[config.mk]
export PLATFORM = sky130hd
export DESIGN_NAME = uart_rx_framer
export DESIGN_NICKNAME = d
export VERILOG_FILES = /design/src/rtl/uart_rx_framer.sv
export SDC_FILE = /design/constraint.sdc
export NUM_CORES = 1
export LEC_CHECK = 0
export BUFFER_PORTS_ARGS = -buffer_cell sky130_fd_sc_hd__buf_2
export CORE_MARGIN = 3
export CORE_UTILIZATION = 60
export CTS_BUF_LIST = sky130_fd_sc_hd__clkbuf_2
export DETAILED_ROUTE_END_ITERATION = 16
export PLACE_DENSITY = 0.82
export SLEW_MARGIN = 20
export SYNTH_ARGS = -nofsm -noshare
export SYNTH_HDL_FRONTEND = slang
export SYNTH_SLANG_ARGS = --single-unit
[constraint.sdc]
create_clock -name clk -period 3.4 [get_ports clk]
set_input_delay 0 -clock clk [delete_from_list [all_inputs] [get_ports clk]]
set_output_delay 0 -clock clk [all_outputs]
set_load 0.02 [all_outputs]
[src/rtl/uart_rx_framer.sv]
// 8N1 UART receive framer: synchronizes rx, detects the start edge and
// assembles one byte per frame using ticks from an external baud generator.
module uart_rx_framer (
  input  logic       clk,
  input  logic       rstn,
  input  logic       rx,
  input  logic       baud_tick,
  output logic       baud_en,
  output logic [7:0] data,
  output logic       rcv,
  output logic       ferr
);

  // One-hot so each strobe is a single state flop with no decode glitch.
  typedef enum logic [3:0] {
    IDLE = 4'b0001,
    RECV = 4'b0010,
    DONE = 4'b0100,
    FERR = 4'b1000
  } state_t;

  state_t      state;
  logic        rx_meta;
  logic        rx_sync;
  logic        rx_prev;
  logic [3:0]  cnt;
  logic [8:0]  shreg;
  logic [3:0]  tick_n;
  logic        fall;

  assign tick_n  = cnt + 4'd1;
  assign fall    = rx_prev & ~rx_sync;

  assign baud_en = state[1];
  assign rcv     = state[2];
  assign ferr    = state[3];

  always_ff @(posedge clk) begin
    if (!rstn) begin
      rx_meta <= 1'b1;
      rx_sync <= 1'b1;
      rx_prev <= 1'b1;
    end else begin
      rx_meta <= rx;
      rx_sync <= rx_meta;
      rx_prev <= rx_sync;
    end
  end

  always_ff @(posedge clk) begin
    if (!rstn) begin
      state <= IDLE;
      cnt   <= 4'd0;
      shreg <= 9'd0;
      data  <= 8'h00;
    end else begin
      unique case (state)
        IDLE: begin
          if (fall) begin
            state <= RECV;
            cnt   <= 4'd0;
            shreg <= 9'd0;
          end
        end
        RECV: begin
          if (baud_tick) begin
            cnt <= tick_n;
            if (tick_n == 4'd1) begin
              if (rx_sync)
                state <= IDLE;
            end else if (tick_n == 4'd10) begin
              // Eight shifts leave data bit 0 at shreg[1].
              if (rx_sync) begin
                data  <= shreg[8:1];
                state <= DONE;
              end else begin
                state <= FERR;
              end
            end else begin
              shreg <= {rx_sync, shreg[8:1]};
            end
          end
        end
        DONE:    state <= IDLE;
        FERR:    state <= IDLE;
        default: state <= IDLE;
      endcase
    end
  end

endmodule

Word level (Yosys, flattened, before mapping)

Cells that the tools add are included.

Register bits: 28
Input bits: 4
Output and inout port bits: 11
Word-level logic and storage cells: 41

Add/sub/neg operators: 1
Equal/unequal tests: 10
Multiplexer cells: 15
Bitwise operators: 3
Reduce and logical (&&, ||, !) cells: 5

Operators with widths:

| operator              | number |
|---|---|
| $mux W9               | 4 |
| $mux W4               | 8 |
| $pmux W9 S2           | 1 |
| $pmux W4 S2           | 2 |
| $reduce_and A5 Y1     | 2 |
| $eq A4 B1 Y1 const B  | 2 |
| $ne A2 B2 Y1 const B  | 4 |
| $ne A3 B3 Y1 const B  | 2 |
| $add A4 B1 Y4 const B | 1 |
| $eq A4 B2 Y1 const B  | 1 |
| $eq A4 B4 Y1 const B  | 1 |
| $reduce_and A4 Y1     | 1 |
| $reduce_and A3 Y1     | 1 |
| $not A1 Y1            | 2 |
| $reduce_bool A2 Y1    | 1 |
| $and A1 B1 Y1         | 1 |

Depth between registers and ports, before layout

Gate-level depths: netlist of the first run.

Word-level depth: 6
Gate-level depth with buffers: 7
Depth with buffers taken out: 7

Worst setup path after synthesis of the first run

No wires, ideal clock.

Path type: register to register
Start point: reg cnt[0]
End point: reg data[5]
Setup time: 115 ps
Arrival time: 1710 ps
Data required time: 3285 ps
Path slack: 1575 ps
Stages on the path, launching flop included: 8
Buffers on the path: 1
Clock period less this slack: 1825 ps
Path through: dfxtp_1 -> ha_1 -> and4_4 -> nor2_2 -> a2111o_1 -> buf_6 -> nand3_2 -> o21ai_2

Longest elaborated chain between the ends: 4
Elaborated cells on any way between the ends: 5
Classes of those cells: add/sub (1); eq/ne (2); bitwise (1); reduce/logical (1)

RTL lines:

| element                       | line | source |
|---|---|---|
| from (decl)                   | 26   | `logic [3:0] cnt;` |
| from (signal assigned)        | 67   | `cnt <= tick_n;` |
| $add A4 B1 Y4 *               | 31   | `assign tick_n = cnt + 4'd1;` |
| $eq A4 B1 Y1                  | 68   | `if (tick_n == 4'd1) begin` |
| $not A1 Y1 (no line)          | n/a  |  |
| $reduce_and A5 Y1 (no line) * | n/a  |  |
| to (signal assigned)          | 74   | `data <= shreg[8:1];` |
| to (decl)                     | 9    | `output logic [7:0] data,` |

Mark *: on every way between the ends. The rest lies on a longest branch, timed or not.
A chain may end at the register's enable or synchronous reset.

Worst setup path in the final report of the first run

Start point: reg cnt[0]
End point: reg data[4]

The elaborated chain is that of the path after synthesis.

==> flow_summary.yaml, run 1 <==
power:
  design_power_total_uw: 465
  irDropWorstVdd_uv: 359
  p_leak_uw: 0.000494
  power_density_mw_per_mm2: 351
logic_synthesis:
  synth_ff_type: "dfxtp_1"
  synthCells: 129
  ys_top_cells_by_area: "dfxtp_1, mux2i_1, nand2_1"
  synth_edf_count: 0
  netlist.area_leader.share_pct: 44.8
  avgSynthCellArea_um2: 9.36
  synth.distinct_cells: 35
  yosys_register_bits: 27
  synthArstFlopShare_pct: 0
  ys_seq_area_share_pct: 44.8
  syn_area_mm2: 0.00121
  synth_area_leader_cell: "dfxtp_1"
  synth_warnings: 0
  synth_common_cells: "dfxtp_1, nand2_1, nand3_1"
  synth.most_common_cell: "dfxtp_1"
  synth.net_count: 136
clock_network:
  cts_resized: 0
  cts_setup_buffers: 0
  cts_buffer_depth: 2
  clock_latency_ns: 0.35
  cts_buffers: 3
  clkSinkCount: 27
  htreeDepth: 1
  cts_tree: "built"
  holdBufCountCts: 3
  clkTransAtPathRegs_ns: 0.26
  root_buffer: "clkbuf_2"
worst_hold_path:
  worstHoldStart: "baud_tick"
  whs_path_depth: 4
  worstHoldEndpoint: "state[0]$_SDFFE_PN1P_"
  hold_path.class: "in2reg"
timing:
  setup_viol: 0
  fin_skew_ns: 0.00281
  max_clock_freq_mhz: 463
  slew_headroom_pct: 55.8
  rsz0062_at_grt: "no"
  drv_slew: 0
  fin_tns_setup_ns: 0
  tightest_slew_ns: 0.662
  fin_hold_ws_ns: 0.0900
  fin_crit_ns: 2.16
  finalHoldViolations: 0
  post-route-period-util_pct: 63.5
job:
  max_cap_viol_count: 0
global_routing:
  grt_pass1_wl_um: 3700
  grt_pass1_vias: 861
  grt.overflow.total: 0
  grt_max_degree: 25
  antenna_found_initial: 0
  grt_usage_pct: 18.5
placed_design:
  numPortBuffers: 14
  gp_congestion: 0.820
  dp_hpwl_um: 1500
  numPlacedInstances: 164
drt:
  drtIter0Drc: 11
  dr.pass1.iters: 4
  post_drt_wl_per_cell_um: 12.0
  antenna_left: 0
  via_per_inst: 5.39
  route.vias.total: 922
  wl_um: 2050
  drc: 0
finish:
  fillCellCount: 153
  regArea_um2: 541
  nNetsFinal: 154
  n_antenna_cell: 0
  post-route-util_pct: 72.6
  fin_cells: 171
  multiInputGateArea_um2: 609
  drive_gt1_share_pct: 23.3
  syn_to_final_growth_pct: 9.53
floorplanning:
  num_rows: 15
  core_area_mm2: 0.00182
  die_area_mm2: 0.00259
  initial_core_util_pct: 66.3
  ios: 15
  die-width_um: 50.9
  fp.dieH_um: 50.9
status:
  status: "completed"
critical_path:
  criticalPathCategory: "reg2reg"
  worstPathArrival_ns: 2.43
  worstRegToRegCells: 6
  cp_data_required_time_ns: 3.68
  worstReg2RegStart: "cnt[0]$_SDFFE_PN0P_"
  worstSetupEndpointType: "flop"
  worstPathMaxFanout: 17
  rr_endpoint: "data[4]$_SDFFE_PN0P_"
  rrSetupSlack_ns: 1.24
  critPathLaunchType: "flop"
==> power breakdown <==
| group | total [µW] | leakage [µW] | internal, µW | switching [µW] |
|---|---|---|---|---|
| Clock | 125 | 0.0000126 | 27.3 | 97.9 |
| Combinational | 18.3 | 0.000263 | 7.12 | 11.2 |
| Sequential | 321 | 0.000218 | 320 | 1.44 |
==> critical path, stage by stage (launching register included) <==
cell,delay (ns)
dfxtp_1,0.52
ha_1,0.29
and4_4,0.28
nor2_2,0.04
a2111o_1,0.67
nand3_1,0.22
o21ai_2,0.06
==> cells by family after synthesis <==
logic type               share of synthesized area, %
buffers and inverters                            4.77
adder cells (fa/ha/maj)                          3.11
AND/OR/NAND/NOR                                  24.5
multiplexers                                     6.63
flip-flops                                       44.8
AO/OA/AOI/OAI                                    16.3
==> final cells by class <==
class                           instances  share of cell area (%)
Sequential cell                        27                    40.9
Inverter                                5                    1.42
Tap cell                               25                    2.37
Timing Repair Buffer                   17                    7.57
Clock inverter                          1                   0.568
Clock buffer                            3                    1.14
Multi-Input combinational cell         93                    46.1
==> state kept, by name (all words and copies together), names as in the netlist <==
| signal | cells |
|---|---|
| rx_meta | 1 |
| rx_sync | 1 |
| data | 8 |
| shreg | 8 |
| cnt | 4 |
| state | 4 |
| rx_prev | 1 |
==> cell usage in the layout (no fill, tap or decap), drive strengths merged <==
master,synthesis,layout
and4,1,1
dlygate4sd3,0,3
clkinvlp,0,1
inv,5,5
a21boi,1,1
o21a,1,1
nand3,12,12
buf,2,14
nor2,11,11
a21oi,8,8
o211ai,1,1
nor4b,1,1
ha,3,3
a2111o,1,1
nand2b,3,3
nand3b,1,1
mux2i,8,8
and2,3,3
o21ai,12,12
nand4bb,1,1
o311a,1,1
nor3,1,1
and3,1,1
nand2,21,21
a22oi,1,1
clkbuf,1,3
dfxtp,27,27
==> routing by layer <==
metal	wire (µm)	GRT usage, %	vias to the layer above
met5	0	0	-
met4	13	5.38	0
met3	58	3.50	2
met2	962	31.3	13
met1	1020	23.9	429
li1	-	-	478
==> per-stage QoR <==
stage,cell area (µm²),setup WS [ns]
after floorplan,1210,1.58
after global placement,1270,1.34
after detailed placement,1270,1.26
after CTS,1320,1.24
after global routing,1320,1.11
final,1320,1.24
==> worst max path at each step <==
stage,start,cells past startpoint,endpoint,slack [ns]
floorplan,cnt[0]$_SDFFE_PN0P_,7,data[5]$_SDFFE_PN0P_,1.58
global placement,cnt[0]$_SDFFE_PN0P_,6,data[6]$_SDFFE_PN0P_,1.34
detailed placement,cnt[0]$_SDFFE_PN0P_,6,data[4]$_SDFFE_PN0P_,1.26
CTS,cnt[0]$_SDFFE_PN0P_,6,data[4]$_SDFFE_PN0P_,1.24
global route,cnt[0]$_SDFFE_PN0P_,6,data[2]$_SDFFE_PN0P_,1.11
finish,cnt[0]$_SDFFE_PN0P_,6,data[4]$_SDFFE_PN0P_,1.24
Note: power is estimated with default switching activity, not from simulation.
==> run 2: changes to the inputs <==
ABC_AREA = 1   (was unset)
PLACE_DENSITY = 0.81   (was 0.82)
clock period = 2.25 ns   (was 3.4 ns; I/O delays follow)
==> run 2 against run 1 <==
Compared with the run above:
- synthesized cell count up 42%
- worst hold slack better by 0.0072 ns
- sequential share of layout area decreased by 6.1 points
- non-clock buffer count shrank 1
- largest cell class unchanged
==> flow_summary.yaml, run 2 <==
status:
  status: "completed"
clock_network:
  cts_buffer_depth: 2
  cts_setup_buffers: 0
  cts_resized: 0
  clkSinkCount: 27
  cts_buffers: 3
  htreeDepth: 1
  cts_tree: "built"
  clock_latency_ns: 0.36
  root_buffer: "clkbuf_2"
  clkTransAtPathRegs_ns: 0.23
  holdBufCountCts: 2
drt:
  via_per_inst: 5.23
  antenna_left: 0
  dr.pass1.iters: 4
  post_drt_wl_per_cell_um: 12.2
  route.vias.total: 1198
  wl_um: 2790
  drc: 0
  drtIter0Drc: 28
critical_path:
  worstReg2RegStart: "cnt[0]$_SDFFE_PN0P_"
  critPathLaunchType: "flop"
  worstPathArrival_ns: 2.00
  rrSetupSlack_ns: 0.56
  worstSetupEndpointType: "flop"
  worstRegToRegCells: 9
  criticalPathCategory: "reg2reg"
  cpMostUsedCell: "nand2_1"
  slowest_stage: "dfxtp_1"
  rr_endpoint: "shreg[1]$_SDFFE_PN0P_"
  slowest_delay_ns: 0.48
  worstPathMaxFanout: 8
  cp_data_required_time_ns: 2.56
  path_delay_family: "simple AND/OR/NAND/NOR gates"
  cp.buffers_inverters: 1
  crit_chain: "ha_1 > inv_1 > nand2_1 > nand2_4 > nor2_4 > nand3_1 > nand3_4 > nand2_1 > a21oi_1"
timing:
  tightest_slew_ns: 0.441
  fin_hold_ws_ns: 0.0972
  rsz0062_at_grt: "no"
  setup_viol: 0
  slew_headroom_pct: 70.6
  post-route-period-util_pct: 74.9
  finalHoldViolations: 0
  fin_skew_ns: 0.00193
  fin_crit_ns: 1.69
  max_clock_freq_mhz: 593
  drv_slew: 0
  fin_tns_setup_ns: 0
placed_design:
  dp_hpwl_um: 2140
  numPortBuffers: 14
  numPlacedInstances: 223
  gp_congestion: 0.874
  placed_area_mm2: 0.00152
logic_synthesis:
  syn_area_mm2: 0.00143
  avgSynthCellArea_um2: 7.79
  synth_area_leader_cell: "dfxtp_1"
  yosys_register_bits: 27
  synth_warnings: 0
  synth_ff_type: "dfxtp_1"
  ys_seq_area_share_pct: 37.9
  synth.net_count: 190
  netlist.area_leader.share_pct: 37.9
  synth_edf_count: 0
  synth.distinct_cells: 23
  synthCells: 183
  ys_top_cells_by_area: "dfxtp_1, nand2_1, inv_1"
  synth.most_common_cell: "nand2_1"
  synth_common_cells: "nand2_1, dfxtp_1, inv_1"
  synthArstFlopShare_pct: 0
finish:
  postLayoutCellArea_mm2: 0.00156
  nNetsFinal: 209
  fillCellCount: 183
  syn_to_final_growth_pct: 9.13
  layout_common_cells: "nand2_1, dfxtp_1, inv_1, nor2_1, nand3_1"
  drive_gt1_share_pct: 26.9
  fin_cells: 229
  final_common_cell: "nand2_1"
  n_antenna_cell: 0
  reg_top3: "data: 8 flops, shreg: 8 flops"
global_routing:
  grt_pass1_wl_um: 4650
  grt_usage_pct: 21.8
  antenna_found_initial: 0
  grt.overflow.total: 0
  grt_max_degree: 16
  grt_pass1_vias: 1031
worst_hold_path:
  worstHoldStart: "baud_tick"
  worstHoldEndpoint: "data[5]$_SDFFE_PN0P_"
  whs_path_depth: 4
  hold_path.class: "in2reg"
power:
  irDropWorstVdd_uv: 628
  p_leak_uw: 0.000655
  power_density_mw_per_mm2: 817
  design_power_total_uw: 1270
floorplanning:
  fp.dieH_um: 54.7
  ios: 15
  core_area_mm2: 0.00223
  die_area_mm2: 0.00300
  initial_core_util_pct: 63.8
  num_rows: 17
  die-width_um: 54.7
job:
  max_cap_viol_count: 0
-- run 2: cell types whose count changed after synthesis, sizes merged, moves of 4 or more --
cell	before	now
a21oi	8	12
inv	5	28
mux2i	8	0
nand2	21	41
nand3	12	19
nor2	11	28
nor3	1	9
-- run 2: area by class of cell --
class                      instances  area, µm²  share of cell area (%)
timing repair buffer              16       90.1                    5.79
tap                               28       35.0                    2.25
inverter                          28        105                    6.76
sequential                        27        541                    34.8
multi-input combinational        126        764                    49.2
clock buffer                       4       20.0                    1.29
-- run 2: worst register-to-register path, stage by stage (launching register included) --
cell and delay, ns:
dfxtp_1 0.48, ha_1 0.23, inv_1 0.05, nand2_1 0.09, nand2_4 0.09, nor2_4 0.13, nand3_1 0.17, nand3_4 0.17
nand2_1 0.07, a21oi_1 0.14
-- run 2: routing by layer --
metal | GRT usage, % | routed length [µm] | vias to the layer above | share of wire (%)
met5 | 0 | 0 | - | 0
met4 | 5.39 | 23 | 0 | 0.83
met3 | 5.72 | 155 | 2 | 5.6
met2 | 37.0 | 1370 | 32 | 49
met1 | 26.9 | 1240 | 545 | 44
li1 | - | - | 619 | -
-- run 2: power breakdown --
group	total (µW)	switching [µW]	internal [µW]
clock	187	140	46.9
combinational	548	387	161
sequential	535	26.0	509
total	1270	553	717
-- run 2: cells by family after synthesis --
group,Yosys count,share of synthesized area (%)
adder cells (fa/ha/maj),3,2.63
AO/OA/AOI/OAI,22,9.83
flip-flops,27,37.9
buffers and inverters,30,8.43
AND/OR/NAND/NOR,101,41.2
-- run 2: worst max path at each step --
stage	from	to	slack [ns]	cells after the start
after floorplan	state[1]$_SDFFE_PN0P_	shreg[1]$_SDFFE_PN0P_	0.81	7
after global placement	cnt[0]$_SDFFE_PN0P_	data[3]$_SDFFE_PN0P_	0.71	9
after detailed placement	cnt[0]$_SDFFE_PN0P_	shreg[1]$_SDFFE_PN0P_	0.60	9
after CTS	cnt[0]$_SDFFE_PN0P_	data[7]$_SDFFE_PN0P_	0.57	9
after global routing	cnt[1]$_SDFFE_PN0P_	data[7]$_SDFFE_PN0P_	0.41	9
final	cnt[0]$_SDFFE_PN0P_	shreg[1]$_SDFFE_PN0P_	0.56	9
-- run 2: stage by stage --
stage	utilization, %	setup WS, ns
4_1_cts	69.6	0.566
6_report	69.6	0.564
3_3_place_gp	67.8	0.706
5_1_grt	69.6	0.410
2_1_floorplan	-	0.813
3_5_place_dp	67.8	0.602
==> run 3: changes to the inputs <==
clock period = 1.8 ns   (was 2.25 ns; I/O delays follow)
==> run 3 against run 2 <==
Compared with the run above:
- worst hold slack lost 0.0088 ns
- highest routed layer unchanged
- sequential share of layout area grew 0.10 points
- final cell count is the same
- critical endpoint is now shreg[8]$_SDFFE_PN0P_
==> flow_summary.yaml, run 3 (same netlist as run 2, synthesis figures left out) <==
status:
  status: "completed"
clock_network:
  root_buffer: "clkbuf_2"
  clkTransAtPathRegs_ns: 0.25
  clkSinkCount: 27
  cts_buffers: 3
  cts_tree: "built"
  clock_latency_ns: 0.37
  htreeDepth: 1
  cts_buffer_depth: 2
timing:
  post-route-period-util_pct: 92.7
  finalHoldViolations: 0
  fin_tns_setup_ns: 0
  rsz0062_at_grt: "no"
  setup_viol: 0
  fin_hold_ws_ns: 0.0884
  drv_slew: 0
  fin_crit_ns: 1.67
  setup_slack_ns: 0.131
  slew_headroom_pct: 70.6
  fin_skew_ns: 0.0206
  tightest_slew_ns: 0.440
  max_clock_freq_mhz: 599
finish:
  multiInputGateArea_um2: 764
  n_antenna_cell: 0
  drive_gt1_share_pct: 27.9
  postLayoutCellArea_mm2: 0.00156
  final_common_cell: "nand2_1"
  nNetsFinal: 209
  reg_top3: "data: 8 flops, shreg: 8 flops"
  syn_to_final_growth_pct: 9.31
  layout_common_cells: "nand2_1, dfxtp_1, inv_1, nor2_1, nand3_1"
  fillCellCount: 195
  regArea_um2: 543
  post-route-util_pct: 69.7
drt:
  drtIter0Drc: 40
  drc: 0
  route.vias.total: 1205
  post_drt_wl_per_cell_um: 12.1
  dr.pass1.iters: 5
  wl_um: 2780
  via_per_inst: 5.26
  antenna_left: 0
critical_path:
  rr_endpoint: "shreg[8]$_SDFFE_PN0P_"
  worstPathMaxFanout: 8
  cp_data_required_time_ns: 2.09
  critPathLaunchType: "flop"
  worstPathArrival_ns: 1.96
  worstSetupEndpointType: "flop"
  criticalPathCategory: "reg2reg"
  worstRegToRegCells: 9
  worstReg2RegStart: "cnt[0]$_SDFFE_PN0P_"
  rrSetupSlack_ns: 0.13
global_routing:
  grt_usage_pct: 21.6
  grt_max_degree: 16
  grt_pass1_vias: 1031
  antenna_found_initial: 0
  grt_pass1_wl_um: 4650
  grt.overflow.total: 0
power:
  p_leak_uw: 0.000656
  power_density_mw_per_mm2: 1020
  irDropWorstVdd_uv: 752
worst_hold_path:
  hold_path.class: "in2reg"
  worstHoldEndpoint: "data[6]$_SDFFE_PN0P_"
  worstHoldStart: "baud_tick"
  whs_path_depth: 4
floorplanning:
  fp.dieH_um: 54.7
  die-width_um: 54.7
  core_area_mm2: 0.00223
  die_area_mm2: 0.00300
  num_rows: 17
  ios: 15
  initial_core_util_pct: 63.8
placed_design:
  gp_congestion: 0.874
  pre_cts_ws_ns: 0.165
  placed_area_mm2: 0.00152
  dp_hpwl_um: 2130
  numPortBuffers: 14
job:
  max_cap_viol_count: 0
run 3: repair_timing:
| action | CTS | global route |
|---|---|---|
| resized for setup | 0 | 2 |
| hold buffers | 2 | 0 |
| endpoints found under the hold margin | 12 | 0 |
| setup endpoints to repair | 0 | 16 |
| setup buffers | 0 | 0 |
run 3: report_power, final:
part           internal [µW]  switching [µW]  leakage (µW)
registers                637            33.6      0.000220
logic                    202             482      0.000419
clock network           58.6             178     0.0000166
run 3: stage by stage:
step,power (µW),instances
floorplan,1240,183
global placement,1340,223
detailed placement,1360,223
CTS,1600,229
global route,1690,229
finish,1590,229
run 3: how the worst max path moves through the flow:
| stage | slack, ns | endpoint | cells past startpoint | from |
|---|---|---|---|---|
| final | 0.13 | shreg[8]$_SDFFE_PN0P_ | 9 | cnt[0]$_SDFFE_PN0P_ |
| after global routing | 0.04 | shreg[8]$_SDFFE_PN0P_ | 9 | cnt[0]$_SDFFE_PN0P_ |
| after CTS | 0.07 | shreg[8]$_SDFFE_PN0P_ | 9 | cnt[0]$_SDFFE_PN0P_ |
| after detailed placement | 0.17 | data[7]$_SDFFE_PN0P_ | 9 | cnt[0]$_SDFFE_PN0P_ |
| after global placement | 0.26 | data[3]$_SDFFE_PN0P_ | 9 | cnt[0]$_SDFFE_PN0P_ |
| after floorplan | 0.36 | shreg[1]$_SDFFE_PN0P_ | 7 | state[1]$_SDFFE_PN0P_ |
run 3: critical path: stages (launching register included):
cell     delay [ns]
dfxtp_2        0.45
ha_1           0.21
inv_1          0.05
nand2_1        0.09
nand2_4        0.09
nor2_4         0.13
nand3_1        0.17
nand3_4        0.17
nand2_1        0.07
a21oi_1        0.15
run 3: cell type report:
| class | count | share of cell area, % |
|---|---|---|
| multi-input combinational | 126 | 49.1 |
| timing repair buffer | 16 | 5.78 |
| tap | 28 | 2.25 |
| clock buffer | 4 | 1.29 |
| sequential | 27 | 34.9 |
| inverter | 28 | 6.75 |
run 3: metal layers:
metal	track usage, %	share of wire (%)	vias up
met5	0	0	-
met4	7.05	0.97	0
met3	6.27	4.2	4
met2	35.6	50	25
met1	26.7	45	557
li1	-	-	619
